===== src/rtl/speicher_arbiter.sv =====
// speicher_arbiter: round-robin arbiter sharing one memory port between instruction fetch and load/store
module speicher_arbiter #(
  parameter int ADRESSBREITE = 32,
  parameter int DATENBREITE = 32,
  parameter int ZEITLIMIT = 255
) (
  input  logic                     Clock,
  input  logic                     Reset,
  input  logic                     BefehlAnfrage,
  input  logic [ADRESSBREITE-1:0]  BefehlAdresse,
  output logic [DATENBREITE-1:0]   BefehlDaten,
  output logic                     BefehlGeladen,
  input  logic                     DatenAnfrage,
  input  logic                     DatenSchreiben,
  input  logic [ADRESSBREITE-1:0]  DatenAdresse,
  input  logic [DATENBREITE-1:0]   DatenSchreibDaten,
  input  logic [DATENBREITE/8-1:0] DatenByteMaske,
  output logic [DATENBREITE-1:0]   DatenLeseDaten,
  output logic                     DatenGeladen,
  output logic                     DatenGespeichert,
  output logic                     SpeicherAnfrage,
  output logic                     SpeicherSchreiben,
  output logic [ADRESSBREITE-1:0]  SpeicherAdresse,
  output logic [DATENBREITE-1:0]   SpeicherSchreibDaten,
  output logic [DATENBREITE/8-1:0] SpeicherByteMaske,
  input  logic [DATENBREITE-1:0]   SpeicherLeseDaten,
  input  logic                     SpeicherFertig,
  output logic                     Fehler,
  output logic [1:0]               status
);
  localparam int ZB = $clog2(ZEITLIMIT);
  typedef enum logic [1:0] {IDLE = 2'b00, BEFEHL = 2'b01, DATEN = 2'b10, ABSCHLUSS = 2'b11} state_t;
  state_t state;
  logic [ZB-1:0] cnt;
  logic last_daten;
  logic grant_befehl, grant_daten, timeout, store;
  assign grant_befehl = BefehlAnfrage & (~DatenAnfrage | last_daten);
  assign grant_daten = DatenAnfrage & ~grant_befehl;
  assign timeout = cnt == ZB'(ZEITLIMIT - 1);
  assign store = grant_daten & DatenSchreiben;
  assign SpeicherAnfrage = state == BEFEHL || state == DATEN;
  assign status = state;
  always_ff @(posedge Clock or negedge Reset) begin
    if (!Reset) begin
      state <= IDLE;
      cnt <= '0;
      last_daten <= 1'b1;
      BefehlDaten <= '0;
      BefehlGeladen <= 1'b0;
      DatenLeseDaten <= '0;
      DatenGeladen <= 1'b0;
      DatenGespeichert <= 1'b0;
      SpeicherSchreiben <= 1'b0;
      SpeicherAdresse <= '0;
      SpeicherSchreibDaten <= '0;
      SpeicherByteMaske <= '0;
      Fehler <= 1'b0;
    end else begin
      BefehlGeladen <= 1'b0;
      DatenGeladen <= 1'b0;
      DatenGespeichert <= 1'b0;
      Fehler <= 1'b0;
      case (state)
        IDLE: if (grant_befehl || grant_daten) begin
          state <= grant_befehl ? BEFEHL : DATEN;
          last_daten <= grant_daten;
          cnt <= '0;
          SpeicherAdresse <= grant_befehl ? BefehlAdresse : DatenAdresse;
          SpeicherSchreiben <= store;
          SpeicherSchreibDaten <= DatenSchreibDaten;
          SpeicherByteMaske <= store ? DatenByteMaske : '1;
        end
        BEFEHL, DATEN: if (SpeicherFertig || timeout) begin
          // a timed-out read returns zero; Fertig on the last wait cycle still counts as success
          state <= ABSCHLUSS;
          Fehler <= ~SpeicherFertig;
          if (state == BEFEHL) begin
            BefehlGeladen <= 1'b1;
            BefehlDaten <= SpeicherFertig ? SpeicherLeseDaten : '0;
          end else if (SpeicherSchreiben) begin
            DatenGespeichert <= 1'b1;
          end else begin
            DatenGeladen <= 1'b1;
            DatenLeseDaten <= SpeicherFertig ? SpeicherLeseDaten : '0;
          end
        end else begin
          cnt <= cnt + 1'b1;
        end
        default: state <= IDLE;
      endcase
    end
  end
endmodule


===== config.mk =====
export PLATFORM = sky130hd
export DESIGN_NAME = speicher_arbiter
export DESIGN_NICKNAME = d
export VERILOG_FILES = /design/src/rtl/speicher_arbiter.sv
export SDC_FILE = /design/constraint.sdc
export NUM_CORES = 1
export LEC_CHECK = 0
export CORE_ASPECT_RATIO = 1.1
export CORE_MARGIN = 5
export CORE_UTILIZATION = 37
export CTS_CLUSTER_DIAMETER = 200
export DETAILED_ROUTE_END_ITERATION = 7
export GPL_TIMING_DRIVEN = 0
export HOLD_SLACK_MARGIN = 0.06
export PLACE_DENSITY = 0.76
export SLEW_MARGIN = 20
export SYNTH_ARGS = -nofsm -noshare
export SYNTH_HDL_FRONTEND = slang
export SYNTH_SLANG_ARGS = --single-unit

===== constraint.sdc =====
create_clock -name Clock -period 2 [get_ports Clock]
set_input_delay 0.4 -clock Clock [delete_from_list [all_inputs] [get_ports Clock]]
set_output_delay 0.4 -clock Clock [all_outputs]
set_load 0.02 [all_outputs]

==> summary.txt <==
Logic synthesis
  • Cell count after synthesis: 517
  • Biggest area contributors in the synthesized netlist: sky130_fd_sc_hd__dfrtp_1 62%, sky130_fd_sc_hd__a22o_1 9.6%, sky130_fd_sc_hd__nand2_1 8.7%
  • Most instantiated flip-flop cell in the synthesis netlist: sky130_fd_sc_hd__dfrtp_1
  • Post-Syn Area: 5920 um2
  • Fraction of the yosys area taken by sequential cells: 0.626
  • Share of async-settable or async-resettable flops after synthesis: 1.00
  • Post-synth top area share: 0.621
  • Post-synthesis average cell area: 11.5 um2
  • Nets in the synthesized netlist: 660
  • Number of synthesized flops with an enable pin: 0
  • Count of different cell masters after synthesis: 41
  • Number of synthesized register bits: 148
  • Synth Warn #: 0
  • Cell taking the most area after synthesis: sky130_fd_sc_hd__dfrtp_1

Pwr
  • Switching power of the nets: 6.40 mW
  • Power density over the cells: 1720 nW/um2
  • Cell Int Power: 10.2 mW
  • Total Power Consumption: 16.6 mW
  • Clock network power share: 0.195
  • Comb pwr share: 0.491
  • Maximum VDD drop: 0.787 mV
  • Pleak: 4.40 nW
  • Sw frac: 0.386
  • Sequential fraction of design power: 0.314

Finish
  • Core occupancy in the finished layout: 0.614
  • Final #Nets: 958
  • Final std cells w/o fill: 1,028
  • Most frequent cells in the layout: 274 x sky130_fd_sc_hd__clkdlybuf4s50_1, 145 x sky130_fd_sc_hd__dfrtp_1, 137 x sky130_fd_sc_hd__nand2_1, 65 x sky130_fd_sc_hd__a22o_1, 35 x sky130_fd_sc_hd__o21ai_0
  • Area added between synthesis and finish: 63.1%
  • Diodes inserted: 0
  • Layout cell share with drive strength beyond 1: 0.0942
  • Final instance area: 9660 um2
  • Most frequent standard cell in the layout excluding fill and tap cells: sky130_fd_sc_hd__clkdlybuf4s50_1

Critical path
  • Worst path slowest cell: sky130_fd_sc_hd__or4b_4
  • Critical path cell sequence: inv_1 -> ha_1 -> and3_4 -> a21oi_2 -> or4b_4 -> buf_6 -> a22o_1
  • WP data arrival: 2.24 ns
  • Setup slack, reg-to-reg: 0.06 ns
  • Startpoint of the worst setup timing path: cnt[0]
  • Worst Setup Start Kind: flip-flop
  • Worst r2r path cells: 7
  • Worst setup path end: DatenLeseDaten[0]
  • Worst Setup Path Type: reg -> reg
  • Kind of end point of the critical path: flip-flop
  • Launch instance of the worst register-to-register path: cnt[0]
  • R2r endpoint: DatenLeseDaten[0]
  • Maximum single-stage delay on the critical path: 0.55 ns
  • Largest fanout on the critical path: 10
  • Required time at the endpoint of the critical path: 2.30 ns

STA
  • Setup repair after global routing missed its margin: yes
  • Portion of the clock cycle consumed by the worst path in the final layout: 0.970
  • Count of final hold-check violations: 0
  • Worst-Margin Slew: 0.576 ns
  • Final Skew: 0.00652 ns
  • Period minus WS final: 1.94 ns
  • Maximum frequency from static timing analysis: 515 MHz
  • Setup Viol. Count Final: 0
  • Number of max-slew violations in the final report: 0
  • Max-slew headroom at the worst pin: 0.616

Route
  • Violation count after the first detailed-routing iteration: 245
  • Highest routed layer: met4
  • Detailed route wirelength on metal3: 1.95 mm
  • DRC violations left: 0
  • Metal1 wirelength: 7.33 mm
  • Count of antenna-violating nets left after detailed routing: 0
  • WL met2: 8.74 mm
  • Via count of the routed design: 5,074
  • Wire length reported by the detailed router: 18.5 mm
  • Detail-routed net length per standard cell: 17.9 um
  • Number of vias per cell: 4.94
  • Initial DRT Pass Iterations: 6

Clocking
  • TritonCTS clock tree: yes
  • Clock latency reported for the late side of the worst-skew pair: 0.41 ns
  • Total CTS buffers: 17
  • Clock-pin slew of the registers on the worst-case setup and hold paths: 0.06 ns
  • Sink Count: 148
  • Maximum count of clock buffers along a single path: 2
  • Root buf cell: sky130_fd_sc_hd__clkbuf_16
  • H-tree level count: 4

Placement
  • Placed Area: 8970 um2
  • Post-Place Cells: 994
  • Half-perimeter wire length of the detailed placement result: 13.9 mm
  • Number of port buffers: 276
  • Global placer's final weighted congestion: 0.819

Flow run
  • MaxCap Viol Count: 0

Global routing
  • Maximum number of pins on one net before global-route repair: 81
  • Via count of the first global-routing pass: 5,269
  • Global route total overflow: 0
  • Initial antenna violation count: 0
  • Global-route wire length before repair: 28.3 mm
  • Total track usage: 0.195

Hold path
  • Type of the tightest min-delay check: in -> reg
  • Worst hold path stage count: 2

Die
  • Core Rows: 48
  • Floorplan die area: 18,600 um2
  • Number of ports placed on the die boundary: 278
  • Horiz. Die Dim: 131 um
  • Core area: 15,700 um2
  • Effective utilization at floorplan: 0.376
  • Die extent in y: 143 um

Status
  • Outcome: finished clean
[state kept, by name, indices dropped and copies added (netlist names)]
register	count
BefehlDaten	32
DatenLeseDaten	32
SpeicherAdresse	32
SpeicherSchreibDaten	32
cnt	8
SpeicherByteMaske	4
status	2
BefehlGeladen	1
DatenGeladen	1
DatenGespeichert	1
Fehler	1
SpeicherSchreiben	1
last_daten	1
[per-layer routing]
| layer | vias up | global-route usage |
|---|---|---|
| met2 | 234 | 0.326 |
| li1 | 2408 | - |
| met3 | 27 | 0.0748 |
| met1 | 2405 | 0.231 |
| met4 | 0 | 0.0671 |
| met5 | - | 0 |
[synthesized netlist by cell type, types with 3 or more instances]
cell                       instances
sky130_fd_sc_hd__a21oi_1           4
sky130_fd_sc_hd__a221o_1           4
sky130_fd_sc_hd__a22o_1           65
sky130_fd_sc_hd__and3_1            4
sky130_fd_sc_hd__buf_2             3
sky130_fd_sc_hd__buf_6             4
sky130_fd_sc_hd__clkbuf_1         27
sky130_fd_sc_hd__dfrtp_1         147
sky130_fd_sc_hd__ha_1              5
sky130_fd_sc_hd__inv_1             6
sky130_fd_sc_hd__mux2i_1          32
sky130_fd_sc_hd__nand2_1         137
sky130_fd_sc_hd__nand3_1           3
sky130_fd_sc_hd__nor2_1            5
sky130_fd_sc_hd__o21ai_0          35
sky130_fd_sc_hd__o22a_1            4
[repair_timing]
| action | in CTS | in global routing |
|---|---|---|
| setup endpoints to repair | 99 | 121 |
| buffers inserted | 2 | 2 |
| hold buffers | 1 | 0 |
| pin swaps | 1 | 1 |
| hold endpoints to repair | 67 | 0 |
| resized for setup | 20 | 24 |
[power groups by stage]
stage / sequential (mW) / combinational, mW / clock, mW
3_3_place_gp: 5.21 / 7.99 / 0
4_1_cts: 5.21 / 8.19 / 3.31
6_report: 5.21 / 8.13 / 3.24
5_1_grt: 5.38 / 8.78 / 3.42
3_5_place_dp: 5.25 / 8.09 / 0
2_1_floorplan: 6.74 / 2.63 / 0
[how the worst min path moves through the flow]
stage	startpoint	endpoint	slack [ns]
after CTS	BefehlAnfrage	last_daten	0.30
after floorplan	Reset	BefehlDaten[0]	0.10
after global routing	BefehlAnfrage	last_daten	0.36
final	BefehlAnfrage	last_daten	0.34
after global placement	SpeicherSchreibDaten[11]	SpeicherSchreibDaten[11]	0.46
after detailed placement	Reset	BefehlDaten[31]	0.40
[layout make-up]
cell class                 instances  area, um2
clock inverter                    15        170
inverter                           6       22.5
timing repair buffer             282       2830
clock buffer                      17        425
multi-input combinational        327       2060
fill                            1330       6080
buffer                            33        189
tap                              200        250
sequential                       148       3710
[through the flow]
step | hold slack, ns | worst slack, ns | TNS (ns)
2_1_floorplan | 0.104 | 0.0290 | 0
3_3_place_gp | 0.457 | -5.99 | -840.07
3_5_place_dp | 0.399 | -0.565 | -37.62
4_1_cts | 0.301 | 0.00262 | 0
5_1_grt | 0.363 | -0.0295 | -0.303
6_report | 0.344 | 0.0596 | 0
[kinds of logic (layout without fill, tap and decap cells)]
| logic type | count (synthesis) | after routing | share of synthesized area |
|---|---|---|---|
| DFF | 148 | 148 | 0.626 |
| xor gates and xnor gates | 1 | 1 | 0.00148 |
| AOI/OAI and AO/OA | 122 | 122 | 0.155 |
| adders and majority gates | 5 | 5 | 0.0106 |
| buffers and inverters | 42 | 353 | 0.0323 |
| and+or+nand+nor | 166 | 166 | 0.119 |
| muxes | 33 | 33 | 0.0560 |
[worst max-delay path, delay by kind of cell (launching register included)]
family                     cells  cell delay (ns)
buffers and inverters          2             0.23
DFF                            1             0.39
adders and majority gates      1             0.14
and+or+nand+nor                2             0.76
AOI/OAI and AO/OA              2             0.30
(Power assumes the default switching activity.)
